### config.mk
export PLATFORM = sky130hd
export DESIGN_NAME = yacht_game_ctrl_flat
export DESIGN_NICKNAME = d
export VERILOG_FILES = /design/src/rtl/yacht_game_ctrl_pkg.sv /design/src/rtl/yacht_game_ctrl_if.sv /design/src/rtl/yacht_game_ctrl_cat_seek.sv /design/src/rtl/yacht_game_ctrl.sv /design/src/flat_wrapper.sv
export SDC_FILE = /design/constraint.sdc
export NUM_CORES = 1
export LEC_CHECK = 0
export ABC_AREA = 1
export CORE_ASPECT_RATIO = 0.9
export CORE_MARGIN = 2
export CORE_UTILIZATION = 56
export CTS_BUF_LIST = sky130_fd_sc_hd__clkbuf_2 sky130_fd_sc_hd__clkbuf_4 sky130_fd_sc_hd__clkbuf_8
export DETAILED_ROUTE_END_ITERATION = 10
export GPL_TIMING_DRIVEN = 0
export PLACE_DENSITY_LB_ADDON = 0.2
export SLEW_MARGIN = 30
export SYNTH_ARGS = -nofsm -noshare
export SYNTH_HDL_FRONTEND = slang
export SYNTH_SLANG_ARGS = --single-unit
### constraint.sdc
create_clock -name clk -period 5.58 [get_ports clk]
set_input_delay 0.837 -clock clk [delete_from_list [all_inputs] [get_ports clk]]
set_output_delay 0.837 -clock clk [all_outputs]
set_load 0.01 [all_outputs]
### src/rtl/yacht_game_ctrl_pkg.sv
// Shared definitions for the yacht game controller: FSM encodings, section size,
// default parameter values and a small index helper.
package yacht_pkg;

  typedef enum logic [3:0] {
    ST_IDLE      = 4'd0,
    ST_ROLL      = 4'd1,
    ST_SETTLE    = 4'd2,
    ST_TURN      = 4'd3,
    ST_COMMIT    = 4'd4,
    ST_ADVANCE   = 4'd5,
    ST_GAME_OVER = 4'd6
  } state_e;

  localparam int UPPER_CATS = 6;
  // Upper subtotal never exceeds 6 * 255, so 11 bits cannot overflow.
  localparam int UPPER_W    = 11;

  localparam int DEF_NUM_PLAYERS  = 2;
  localparam int DEF_NUM_CATS     = 12;
  localparam int DEF_MAX_ROLLS    = 3;
  localparam int DEF_SCORE_W      = 9;
  localparam int DEF_BONUS_THRESH = 63;
  localparam int DEF_BONUS_VAL    = 35;

  function automatic int wrap_idx(input int v, input int n);
    if (v >= n) return v - n;
    if (v < 0)  return v + n;
    return v;
  endfunction

  function automatic logic is_upper(input logic [3:0] cat);
    return cat < 4'(UPPER_CATS);
  endfunction

endpackage

### src/rtl/yacht_game_ctrl_if.sv
// Player-button, dice and status bundle between the game controller and its environment.
interface yacht_game_ctrl_if import yacht_pkg::*; #(
  parameter int NUM_PLAYERS = DEF_NUM_PLAYERS,
  parameter int NUM_CATS    = DEF_NUM_CATS,
  parameter int SCORE_W     = DEF_SCORE_W
);
  logic                           btn_roll;
  logic                           btn_sel;
  logic                           btn_prev;
  logic                           btn_next;
  logic [7:0]                     calc_score;
  logic                           roll_trigger;
  logic [3:0]                     current_state;
  logic [2:0]                     player_turn;
  logic [3:0]                     category_idx;
  logic [3:0]                     round_num;
  logic [2:0]                     roll_count;
  logic [NUM_CATS-1:0]            used_mask;
  logic [NUM_PLAYERS*SCORE_W-1:0] scores;
  logic                           game_over;
  logic [2:0]                     winner;

  modport master (
    output btn_roll, btn_sel, btn_prev, btn_next, calc_score,
    input  roll_trigger, current_state, player_turn, category_idx, round_num,
           roll_count, used_mask, scores, game_over, winner
  );

  modport slave (
    input  btn_roll, btn_sel, btn_prev, btn_next, calc_score,
    output roll_trigger, current_state, player_turn, category_idx, round_num,
           roll_count, used_mask, scores, game_over, winner
  );
endinterface

### src/rtl/yacht_game_ctrl_cat_seek.sv
// Combinational search for the next, previous and lowest unused category,
// wrapping between NUM_CATS-1 and 0; the current index is kept when nothing else is free.
module yacht_cat_seek import yacht_pkg::*; #(
  parameter int NUM_CATS = DEF_NUM_CATS
) (
  input  logic [NUM_CATS-1:0] used_mask_i,
  input  logic [3:0]          cur_idx_i,
  output logic [3:0]          next_idx_o,
  output logic [3:0]          prev_idx_o,
  output logic [3:0]          lowest_idx_o
);
  localparam int CW = $clog2(NUM_CATS);

  logic next_found;
  logic prev_found;
  logic lowest_found;

  // NOTE: every output of an always_comb gets a default before any branch, so no path can infer a latch.
  always_comb begin
    next_idx_o = cur_idx_i;
    next_found = 1'b0;
    for (int k = 1; k < NUM_CATS; k++) begin
      if (!next_found && !used_mask_i[CW'(wrap_idx(int'(cur_idx_i) + k, NUM_CATS))]) begin
        next_idx_o = 4'(wrap_idx(int'(cur_idx_i) + k, NUM_CATS));
        next_found = 1'b1;
      end
    end
  end

  always_comb begin
    prev_idx_o = cur_idx_i;
    prev_found = 1'b0;
    for (int k = 1; k < NUM_CATS; k++) begin
      if (!prev_found && !used_mask_i[CW'(wrap_idx(int'(cur_idx_i) - k, NUM_CATS))]) begin
        prev_idx_o = 4'(wrap_idx(int'(cur_idx_i) - k, NUM_CATS));
        prev_found = 1'b1;
      end
    end
  end

  always_comb begin
    lowest_idx_o = '0;
    lowest_found = 1'b0;
    for (int c = 0; c < NUM_CATS; c++) begin
      if (!lowest_found && !used_mask_i[CW'(c)]) begin
        lowest_idx_o = 4'(c);
        lowest_found = 1'b1;
      end
    end
  end

endmodule

### src/rtl/yacht_game_ctrl.sv
// Yacht game controller: turn sequencing, category selection, per-player scoring
// with upper-section bonus and saturation, and end-of-game winner decision.
module yacht_game_ctrl import yacht_pkg::*; #(
  parameter int NUM_PLAYERS  = DEF_NUM_PLAYERS,
  parameter int NUM_CATS     = DEF_NUM_CATS,
  parameter int MAX_ROLLS    = DEF_MAX_ROLLS,
  parameter int SCORE_W      = DEF_SCORE_W,
  parameter int BONUS_THRESH = DEF_BONUS_THRESH,
  parameter int BONUS_VAL    = DEF_BONUS_VAL
) (
  input logic              clk,
  input logic              reset_n,
  yacht_game_ctrl_if.slave bus
);
  localparam int          PW        = (NUM_PLAYERS > 1) ? $clog2(NUM_PLAYERS) : 1;
  localparam int          CW        = $clog2(NUM_CATS);
  localparam logic [31:0] SCORE_MAX = (32'd1 << SCORE_W) - 32'd1;

  state_e     state_q, state_d;
  logic [2:0] player_q, player_d;
  logic [3:0] round_q, round_d;
  logic [2:0] rolls_q, rolls_d;
  logic [3:0] cat_q, cat_d;
  logic       commit_en;
  logic       clear_en;

  logic [SCORE_W-1:0]  score_q [NUM_PLAYERS];
  logic [UPPER_W-1:0]  upper_q [NUM_PLAYERS];
  logic                bonus_q [NUM_PLAYERS];
  logic [NUM_CATS-1:0] used_q  [NUM_PLAYERS];

  logic [PW-1:0]       pidx;
  logic                last_player;
  logic [2:0]          adv_player;
  logic [NUM_CATS-1:0] seek_mask;
  logic [3:0]          seek_next, seek_prev, seek_lowest;

  assign pidx        = PW'(player_q - 3'd1);
  assign last_player = (player_q == 3'(NUM_PLAYERS));
  assign adv_player  = last_player ? 3'd1 : player_q + 3'd1;
  // During ADVANCE the search looks ahead at the incoming player's mask.
  assign seek_mask   = (state_q == ST_ADVANCE) ? used_q[PW'(adv_player - 3'd1)] : used_q[pidx];

  yacht_cat_seek #(.NUM_CATS(NUM_CATS)) u_seek (
    .used_mask_i  (seek_mask),
    .cur_idx_i    (cat_q),
    .next_idx_o   (seek_next),
    .prev_idx_o   (seek_prev),
    .lowest_idx_o (seek_lowest)
  );

  always_comb begin
    state_d   = state_q;
    player_d  = player_q;
    round_d   = round_q;
    rolls_d   = rolls_q;
    cat_d     = cat_q;
    commit_en = 1'b0;
    clear_en  = 1'b0;
    unique case (state_q)
      ST_IDLE: if (bus.btn_roll) state_d = ST_ROLL;
      ST_ROLL: begin
        rolls_d = rolls_q + 3'd1;
        state_d = ST_SETTLE;
      end
      ST_SETTLE: state_d = ST_TURN;
      ST_TURN: begin
        // One action per cycle: a higher-priority pulse swallows the rest.
        if (bus.btn_sel) begin
          state_d = ST_COMMIT;
        end else if (bus.btn_roll) begin
          if (rolls_q < 3'(MAX_ROLLS)) state_d = ST_ROLL;
        end else if (bus.btn_next) begin
          cat_d = seek_next;
        end else if (bus.btn_prev) begin
          cat_d = seek_prev;
        end
      end
      ST_COMMIT: begin
        commit_en = 1'b1;
        state_d   = ST_ADVANCE;
      end
      ST_ADVANCE: begin
        rolls_d = '0;
        if (last_player && round_q == 4'(NUM_CATS)) begin
          state_d = ST_GAME_OVER;
        end else begin
          state_d  = ST_IDLE;
          player_d = adv_player;
          cat_d    = seek_lowest;
          if (last_player) round_d = round_q + 4'd1;
        end
      end
      ST_GAME_OVER: begin
        if (bus.btn_roll) begin
          clear_en = 1'b1;
          state_d  = ST_IDLE;
          player_d = 3'd1;
          round_d  = 4'd1;
          rolls_d  = '0;
          cat_d    = '0;
        end
      end
      default: state_d = ST_IDLE;
    endcase
  end

  // NOTE: sequential state uses non-blocking assignments so every register samples pre-edge values.
  always_ff @(posedge clk or negedge reset_n) begin
    if (!reset_n) begin
      state_q  <= ST_IDLE;
      player_q <= 3'd1;
      round_q  <= 4'd1;
      rolls_q  <= '0;
      cat_q    <= '0;
    end else begin
      state_q  <= state_d;
      player_q <= player_d;
      round_q  <= round_d;
      rolls_q  <= rolls_d;
      cat_q    <= cat_d;
    end
  end

  logic               upper_hit;
  logic [UPPER_W-1:0] upper_new;
  logic               bonus_hit;
  logic [31:0]        sum;
  logic [SCORE_W-1:0] score_new;

  always_comb begin
    upper_hit = is_upper(cat_q);
    upper_new = upper_q[pidx] + (upper_hit ? UPPER_W'(bus.calc_score) : '0);
    bonus_hit = upper_hit && !bonus_q[pidx] && (upper_new >= UPPER_W'(BONUS_THRESH));
    sum       = 32'(score_q[pidx]) + 32'(bus.calc_score) + (bonus_hit ? 32'(BONUS_VAL) : 32'd0);
    score_new = (sum > SCORE_MAX) ? '1 : SCORE_W'(sum);
  end

  // NOTE: the per-player arrays are game state that must read zero after reset, so they are
  // explicitly reset here rather than left to power-up like a RAM.
  always_ff @(posedge clk or negedge reset_n) begin
    if (!reset_n) begin
      for (int p = 0; p < NUM_PLAYERS; p++) begin
        score_q[p] <= '0;
        upper_q[p] <= '0;
        bonus_q[p] <= 1'b0;
        used_q[p]  <= '0;
      end
    end else if (clear_en) begin
      for (int p = 0; p < NUM_PLAYERS; p++) begin
        score_q[p] <= '0;
        upper_q[p] <= '0;
        bonus_q[p] <= 1'b0;
        used_q[p]  <= '0;
      end
    end else if (commit_en) begin
      score_q[pidx]            <= score_new;
      upper_q[pidx]            <= upper_new;
      bonus_q[pidx]            <= bonus_q[pidx] | bonus_hit;
      used_q[pidx][CW'(cat_q)] <= 1'b1;
    end
  end

  logic [SCORE_W-1:0] best;
  logic [2:0]         best_p;
  logic               tie;

  always_comb begin
    best   = '0;
    best_p = 3'd0;
    tie    = 1'b0;
    for (int p = 0; p < NUM_PLAYERS; p++) begin
      if (p == 0 || score_q[p] > best) begin
        best   = score_q[p];
        best_p = 3'(p + 1);
        tie    = 1'b0;
      end else if (score_q[p] == best) begin
        tie = 1'b1;
      end
    end
  end

  assign bus.roll_trigger  = (state_q == ST_ROLL);
  assign bus.current_state = state_q;
  assign bus.player_turn   = player_q;
  assign bus.category_idx  = cat_q;
  assign bus.round_num     = round_q;
  assign bus.roll_count    = rolls_q;
  assign bus.used_mask     = used_q[pidx];
  assign bus.game_over     = (state_q == ST_GAME_OVER);
  assign bus.winner        = (state_q == ST_GAME_OVER && !tie) ? best_p : 3'd0;

  for (genvar g = 0; g < NUM_PLAYERS; g++) begin : g_scores
    assign bus.scores[g*SCORE_W +: SCORE_W] = score_q[g];
  end

endmodule

### src/flat_wrapper.sv
// flat-port wrapper written by rule: the top's interface ports become plain ports
module yacht_game_ctrl_flat import yacht_pkg::*;
#(
  parameter int NUM_PLAYERS  = DEF_NUM_PLAYERS,
  parameter int NUM_CATS     = DEF_NUM_CATS,
  parameter int MAX_ROLLS    = DEF_MAX_ROLLS,
  parameter int SCORE_W      = DEF_SCORE_W,
  parameter int BONUS_THRESH = DEF_BONUS_THRESH,
  parameter int BONUS_VAL    = DEF_BONUS_VAL
)
  (clk, reset_n, bus_btn_roll, bus_btn_sel, bus_btn_prev, bus_btn_next, bus_calc_score, bus_roll_trigger, bus_current_state, bus_player_turn, bus_category_idx, bus_round_num, bus_roll_count, bus_used_mask, bus_scores, bus_game_over, bus_winner);
  yacht_game_ctrl_if #(.NUM_PLAYERS(NUM_PLAYERS), .NUM_CATS(NUM_CATS), .SCORE_W(SCORE_W)) bus_i ();
  input logic clk;
  input logic reset_n;
  input wire logic [$bits(bus_i.btn_roll)-1:0] bus_btn_roll;
  input wire logic [$bits(bus_i.btn_sel)-1:0] bus_btn_sel;
  input wire logic [$bits(bus_i.btn_prev)-1:0] bus_btn_prev;
  input wire logic [$bits(bus_i.btn_next)-1:0] bus_btn_next;
  input wire logic [$bits(bus_i.calc_score)-1:0] bus_calc_score;
  output wire logic [$bits(bus_i.roll_trigger)-1:0] bus_roll_trigger;
  output wire logic [$bits(bus_i.current_state)-1:0] bus_current_state;
  output wire logic [$bits(bus_i.player_turn)-1:0] bus_player_turn;
  output wire logic [$bits(bus_i.category_idx)-1:0] bus_category_idx;
  output wire logic [$bits(bus_i.round_num)-1:0] bus_round_num;
  output wire logic [$bits(bus_i.roll_count)-1:0] bus_roll_count;
  output wire logic [$bits(bus_i.used_mask)-1:0] bus_used_mask;
  output wire logic [$bits(bus_i.scores)-1:0] bus_scores;
  output wire logic [$bits(bus_i.game_over)-1:0] bus_game_over;
  output wire logic [$bits(bus_i.winner)-1:0] bus_winner;
  assign bus_i.btn_roll = bus_btn_roll;
  assign bus_i.btn_sel = bus_btn_sel;
  assign bus_i.btn_prev = bus_btn_prev;
  assign bus_i.btn_next = bus_btn_next;
  assign bus_i.calc_score = bus_calc_score;
  assign bus_roll_trigger = bus_i.roll_trigger;
  assign bus_current_state = bus_i.current_state;
  assign bus_player_turn = bus_i.player_turn;
  assign bus_category_idx = bus_i.category_idx;
  assign bus_round_num = bus_i.round_num;
  assign bus_roll_count = bus_i.roll_count;
  assign bus_used_mask = bus_i.used_mask;
  assign bus_scores = bus_i.scores;
  assign bus_game_over = bus_i.game_over;
  assign bus_winner = bus_i.winner;
  yacht_game_ctrl #(.NUM_PLAYERS(NUM_PLAYERS), .NUM_CATS(NUM_CATS), .MAX_ROLLS(MAX_ROLLS), .SCORE_W(SCORE_W), .BONUS_THRESH(BONUS_THRESH), .BONUS_VAL(BONUS_VAL)) u_core (.clk(clk), .reset_n(reset_n), .bus(bus_i));
endmodule
==> flow_metrics.env, run 1 <==
export IMPL_clk_pin_slew_ns=0.09
export IMPL_initial_core_util=0.5675
export IMPL_grt_pass1_wl_microns=49900
export IMPL_numCtsBuffers=9
export IMPL_setup_viol=0
export IMPL_ys_types=67
export IMPL_netlist_top_cells_count="nand2_1, inv_1, nand3_1"
export IMPL_maxSlewViolCount=0
export IMPL_num_io_pins=67
export IMPL_ys_ff_latch=83
export IMPL_grt_max_degree=47
export IMPL_synth_edf_count=0
export IMPL_maxCapViolations=0
export IMPL_rows=45
export IMPL_yosys_warnings=0
export IMPL_maxSlewHeadroom=0.4522
export IMPL_synth_top_area_frac=0.2136
export IMPL_critPathSlowestCell="dfstp_2"
export IMPL_worst_pin_slew_ns=0.8131
export IMPL_gp_congestion=0.9986
export IMPL_area_delta_synth_final_pct=13.78
export IMPL_grtUsageTotal=0.3481
export IMPL_final_nets=1676
export IMPL_dp_cells=1792
export IMPL_hpwl_microns=24680
export IMPL_drt_first_pass_iters=6
export IMPL_crit_type="register to register"
export IMPL_synthCells=1516
export IMPL_die_w_microns=141.2
export IMPL_drtIter0Drc=1430
export IMPL_synth_top_area_cell="dfrtp_1"
export IMPL_grt_ovfl_total=0
export IMPL_clockBufferDepth=2
export IMPL_synth_avg_cell_area_sq_um=6.260
export IMPL_antenna_found_initial=0
export IMPL_vias=10780
export IMPL_worstPathArrival_ns=5.55
export IMPL_ys_seq_area_frac=0.2191
export IMPL_design_core_area_sq_mm=0.01672
export IMPL_dieArea_sq_mm=0.01801
export IMPL_startpoint_type="register"
export IMPL_r2r_start="u_core.bus.player_turn[0]$_DFFE_PN1P_"
export IMPL_crit_top_cell="nand2_1"
export IMPL_finalHoldViolCount=0
export IMPL_antenna_cells=0
export IMPL_cp_end_kind="register"
export IMPL_chipHeight_microns=127.5
export IMPL_syn_area_sq_mm=0.009490
export IMPL_io_buffer_count=63
export IMPL_fin_util=0.6457
export IMPL_holdWs_ns=0.3546
export IMPL_worstSkewPairLatency_ns=0.37
export IMPL_async_flop_share=1.000
export IMPL_ys_flop_type="dfrtp_1"
export IMPL_root_buffer="clkbuf_8"
export IMPL_fmax_ghz=0.1902
export IMPL_synth_most_common_cell="nand2_1"
export IMPL_reg2regPathDepth=33
export IMPL_required_ns=5.87
export IMPL_synthTopCellsByArea="dfrtp_1, nand2_1, nand3_1, inv_1, ha_1"
export IMPL_routed_wl_microns=31580
export IMPL_final_area_sq_mm=0.01080
export IMPL_h_tree_depth=3
export IMPL_cpPeakStageDelay_ns=0.56
export IMPL_drc=0
export IMPL_viasPerCell=5.947
export IMPL_routedWlPerCell_microns=17.42
export IMPL_clock_sinks=83
export IMPL_grt_pass1_vias=9620
export IMPL_place_area_sq_mm=0.01042
export IMPL_min_period_ns=5.258
export IMPL_ant_nets=0
export IMPL_finClkSkew_ns=0.004812
export IMPL_post_route_period_util=0.9424
export IMPL_fin_cells=1813
export IMPL_drive_above_1_share=0.09551
export IMPL_regToRegSetupSlack_ns=0.32
export IMPL_status="finished, final reports clean"
export IMPL_reg2reg_to="u_core.bus.scores[14]$_DFFE_PN0P_"
export IMPL_worstPathMaxFanout=14
export IMPL_hold_class="input port to async pin"
export IMPL_cts_tree="done"
[routing by layer]
layer,GRT usage,vias up,share of wire
met1,0.5336,4990,0.45
li1,-,5136,-
met3,0.06934,58,0.12
met4,0.06706,0,0.015
met2,0.5083,598,0.41
met5,0,-,0
[worst max path at each step]
stage                                             end                                   from  slack (ns)  cells past startpoint
finish              u_core.bus.scores[14]$_DFFE_PN0P_  u_core.bus.player_turn[0]$_DFFE_PN1P_        0.32                     33
global route        u_core.bus.scores[17]$_DFFE_PN0P_  u_core.bus.player_turn[0]$_DFFE_PN1P_       -0.04                     33
CTS                 u_core.bus.scores[17]$_DFFE_PN0P_  u_core.bus.player_turn[0]$_DFFE_PN1P_        0.03                     33
detailed placement  u_core.bus.scores[17]$_DFFE_PN0P_  u_core.bus.player_turn[0]$_DFFE_PN1P_       -1.27                     32
global placement    u_core.bus.scores[17]$_DFFE_PN0P_  u_core.bus.player_turn[0]$_DFFE_PN1P_       -1.11                     32
floorplan           u_core.bus.scores[17]$_DFFE_PN0P_  u_core.bus.player_turn[0]$_DFFE_PN1P_        0.08                     35
[metrics by stage]
step                setup WS (ns)  setup TNS, ns
global route             -0.04449        -0.2351
global placement           -1.111         -17.52
CTS                       0.03455              0
detailed placement         -1.274         -20.97
finish                     0.3217              0
floorplan                 0.08255              0
[what timing repair did]
action,4_1_cts,5_1_grt
gates resized for setup,16,18
setup buffers,2,4
cloned,0,2
pin swaps,0,9
endpoints found under the setup margin,18,18
hold buffers,0,0
[critical path: cells and delay by family, from the launching register on]
kind                     cells  cell delay (ns)
AO/OA/AOI/OAI                8             0.99
XOR/XNOR                     1             0.26
adder cells (fa/ha/maj)      3             0.86
buffers and inverters        4             0.50
flip-flops                   1             0.56
AND/OR/NAND/NOR             17             1.98
[sequential cells by signal (all words and copies together), names as in the netlist]
| register | cells |
|---|---|
| u_core.bus.round_num | 4 |
| u_core.bus.category_idx | 4 |
| u_core.bonus_q | 2 |
| u_core.bus.scores | 18 |
| u_core.bus.current_state | 3 |
| u_core.used_q | 24 |
| u_core.bus.player_turn | 3 |
| u_core.bus.roll_count | 3 |
| u_core.upper_q | 22 |
[cells in the final DEF, fill, tap and decap left out, drive strengths merged, types with 3 or more instances in the layout]
| master | instances |
|---|---|
| dfrtp | 81 |
| clkinv | 6 |
| o21bai | 4 |
| o22ai | 42 |
| clkbuf | 31 |
| a31oi | 4 |
| o21ai | 133 |
| clkinvlp | 3 |
| nand3b | 5 |
| a21oi | 54 |
| nor2 | 83 |
| clkdlybuf4s50 | 62 |
| o211ai | 5 |
| xor2 | 21 |
| nand4 | 25 |
| or2 | 8 |
| ha | 62 |
| nand3 | 186 |
| xnor2 | 7 |
| fa | 3 |
| a22oi | 3 |
| and2 | 3 |
| buf | 36 |
| nand2 | 472 |
| o21a | 5 |
| inv | 221 |
| nor3 | 11 |
[cell families (layout without fill, tap and decap cells)]
kind of cell,after synthesis,after routing,share of synthesized area
AO/OA/AOI/OAI,264,265,0.1560
buffers and inverters,276,360,0.1237
other,1,2,0.0003951
adder cells (fa/ha/maj),65,65,0.08807
multiplexers,1,1,0.001186
XOR/XNOR,28,28,0.02861
flip-flops,83,83,0.2191
AND/OR/NAND/NOR,798,798,0.3830
[cell type report]
cell class	instances	area, sq um
clock inverter	6	66.31
fill	1581	5924
clock buffer	10	131.4
buffer	48	347.8
timing repair buffer	71	729.5
sequential	83	2082
tap	211	264.0
multi-input combinational	1159	6319
inverter	225	858.3
Power of run 1 is not shown: default switching activity piles up to over one toggle a cycle in this logic, so the estimate is an artifact.
==> run 2, diff against run 1 <==
- SLEW_MARGIN: 30 -> 15
==> run 2 against run 1 <==
  * Maximum frequency up 0.12%
  * Register-to-register slack about the same
  * Critical path type unchanged
  * Die area unchanged
==> flow_metrics.env, run 2 (same netlist as run 1, synthesis figures left out) <==
export IMPL_maxSlewViolCount=0
export IMPL_cts_hold_buf=0
export IMPL_ant_nets=0
export IMPL_cpPeakStageDelay_ns=0.56
export IMPL_num_io_pins=67
export IMPL_grt_pass1_vias=9447
export IMPL_layout_commonest_cell="nand2_1"
export IMPL_design_core_area_sq_mm=0.01672
export IMPL_gp_congestion=0.9986
export IMPL_drtIter0Drc=1276
export IMPL_post_route_period_util=0.9412
export IMPL_antenna_cells=0
export IMPL_clock_sinks=83
export IMPL_hold_class="input port to async pin"
export IMPL_worst_pin_slew_ns=0.8680
export IMPL_regToRegSetupSlack_ns=0.33
export IMPL_h_tree_depth=3
export IMPL_required_ns=5.81
export IMPL_grtUsageTotal=0.3471
export IMPL_area_delta_synth_final_pct=13.33
export IMPL_drive_above_1_share=0.09500
export IMPL_setup_viol=0
export IMPL_mostFrequentLayoutCells="nand2_1, inv_1, nand3_1"
export IMPL_grt_max_degree=47
export IMPL_finalHoldViolCount=0
export IMPL_startpoint_type="register"
export IMPL_dieArea_sq_mm=0.01801
export IMPL_critPathSlowestCell="dfstp_2"
export IMPL_fmax_ghz=0.1904
export IMPL_chipHeight_microns=127.5
export IMPL_crit_type="register to register"
export IMPL_worstSkewPairLatency_ns=0.39
export IMPL_regMostFlops="u_core.used_q"
export IMPL_status="finished, final reports clean"
export IMPL_die_w_microns=141.2
export IMPL_min_period_ns=5.252
export IMPL_maxSlewHeadroom=0.4152
export IMPL_grt_pass1_wl_microns=49430
export IMPL_routedWlPerCell_microns=17.26
export IMPL_clockBufferDepth=2
export IMPL_worstPathArrival_ns=5.48
export IMPL_numCtsBuffers=9
export IMPL_io_buffer_count=63
export IMPL_grt_setup_unrepaired="yes"
export IMPL_fin_cells=1811
export IMPL_initial_core_util=0.5675
export IMPL_dp_cells=1792
export IMPL_largest_reg_flops=24
export IMPL_antenna_found_initial=1
export IMPL_crit_top_cell="nand2_1"
export IMPL_hpwl_microns=24730
export IMPL_maxCapViolations=0
export IMPL_clk_pin_slew_ns=0.09
export IMPL_root_buffer="clkbuf_8"
export IMPL_final_nets=1674
export IMPL_drt_first_pass_iters=9
export IMPL_worstPathMaxFanout=14
export IMPL_drc=0
export IMPL_finClkSkew_ns=0.009575
export IMPL_viasPerCell=5.895
export IMPL_routed_wl_microns=31260
export IMPL_cts_tree="done"
export IMPL_vias=10680
export IMPL_rows=45
export IMPL_grt_ovfl_total=0
export IMPL_cp_end_kind="register"
-- run 2: repair_timing --
item	4_1_cts	5_1_grt
pin swaps	0	8
endpoints found under the setup margin	18	18
gates cloned	0	2
endpoints found under the hold margin	0	0
gates resized for setup	16	19
setup buffers	2	2
-- run 2: worst paths after layout --
check	from	end	cells after the start
worst max-delay path	u_core.bus.player_turn[0]$_DFFE_PN1P_	u_core.bus.scores[17]$_DFFE_PN0P_	32
worst min-delay path	reset_n	u_core.bus.scores[15]$_DFFE_PN0P_	1
worst max register to register	u_core.bus.player_turn[0]$_DFFE_PN1P_	u_core.bus.scores[17]$_DFFE_PN0P_	32
worst min register to register	u_core.upper_q[15]$_DFFE_PN0P_	u_core.upper_q[15]$_DFFE_PN0P_	2
max in group asynchronous	reset_n	u_core.upper_q[16]$_DFFE_PN0P_	2
min in group clk	u_core.upper_q[15]$_DFFE_PN0P_	u_core.upper_q[15]$_DFFE_PN0P_	2
-- run 2: area by class of cell --
type / instances / area (sq um)
plain buffers: 48 / 347.8
clock buffers: 9 / 123.9
clock inverters: 7 / 52.55
fillers: 1602 / 5967
inverters: 225 / 858.3
multi-input cells: 1159 / 6316
flip-flops and latches: 83 / 2082
well taps: 211 / 264.0
repair buffers: 69 / 710.7
-- run 2: worst max-delay path, delay by kind of cell, from the launching register on --
family	cells	cell delay, ns
adders and majority gates	4	0.93
AOI/OAI and AO/OA	6	0.89
DFF	1	0.56
and+or+nand+nor	15	1.80
xor gates and xnor gates	2	0.25
buffers and inverters	5	0.64
-- run 2: metal layers --
| layer | routed length, microns | up-vias | GRT usage |
|---|---|---|---|
| li1 | - | 5128 | - |
| met1 | 14480 | 4947 | 0.5274 |
| met2 | 12700 | 538 | 0.5051 |
| met3 | 3501 | 62 | 0.07459 |
| met4 | 578 | 0 | 0.07353 |
| met5 | 0 | - | 0 |
-- run 2: stage by stage --
step,hold slack (ns),setup TNS (ns),setup slack (ns),cell area (sq um),utilization
floorplan,0.4725,0,0.08255,9495,-
global placement,0.4893,-17.52,-1.111,10390,0.6213
detailed placement,0.4974,-20.52,-1.265,10420,0.6228
CTS,0.4329,0,0.04957,10640,0.6365
global route,0.4516,-0.2642,-0.05788,10760,0.6432
finish,0.4169,0,0.3279,10760,0.6432
Power of run 2 is left out for the same reason.
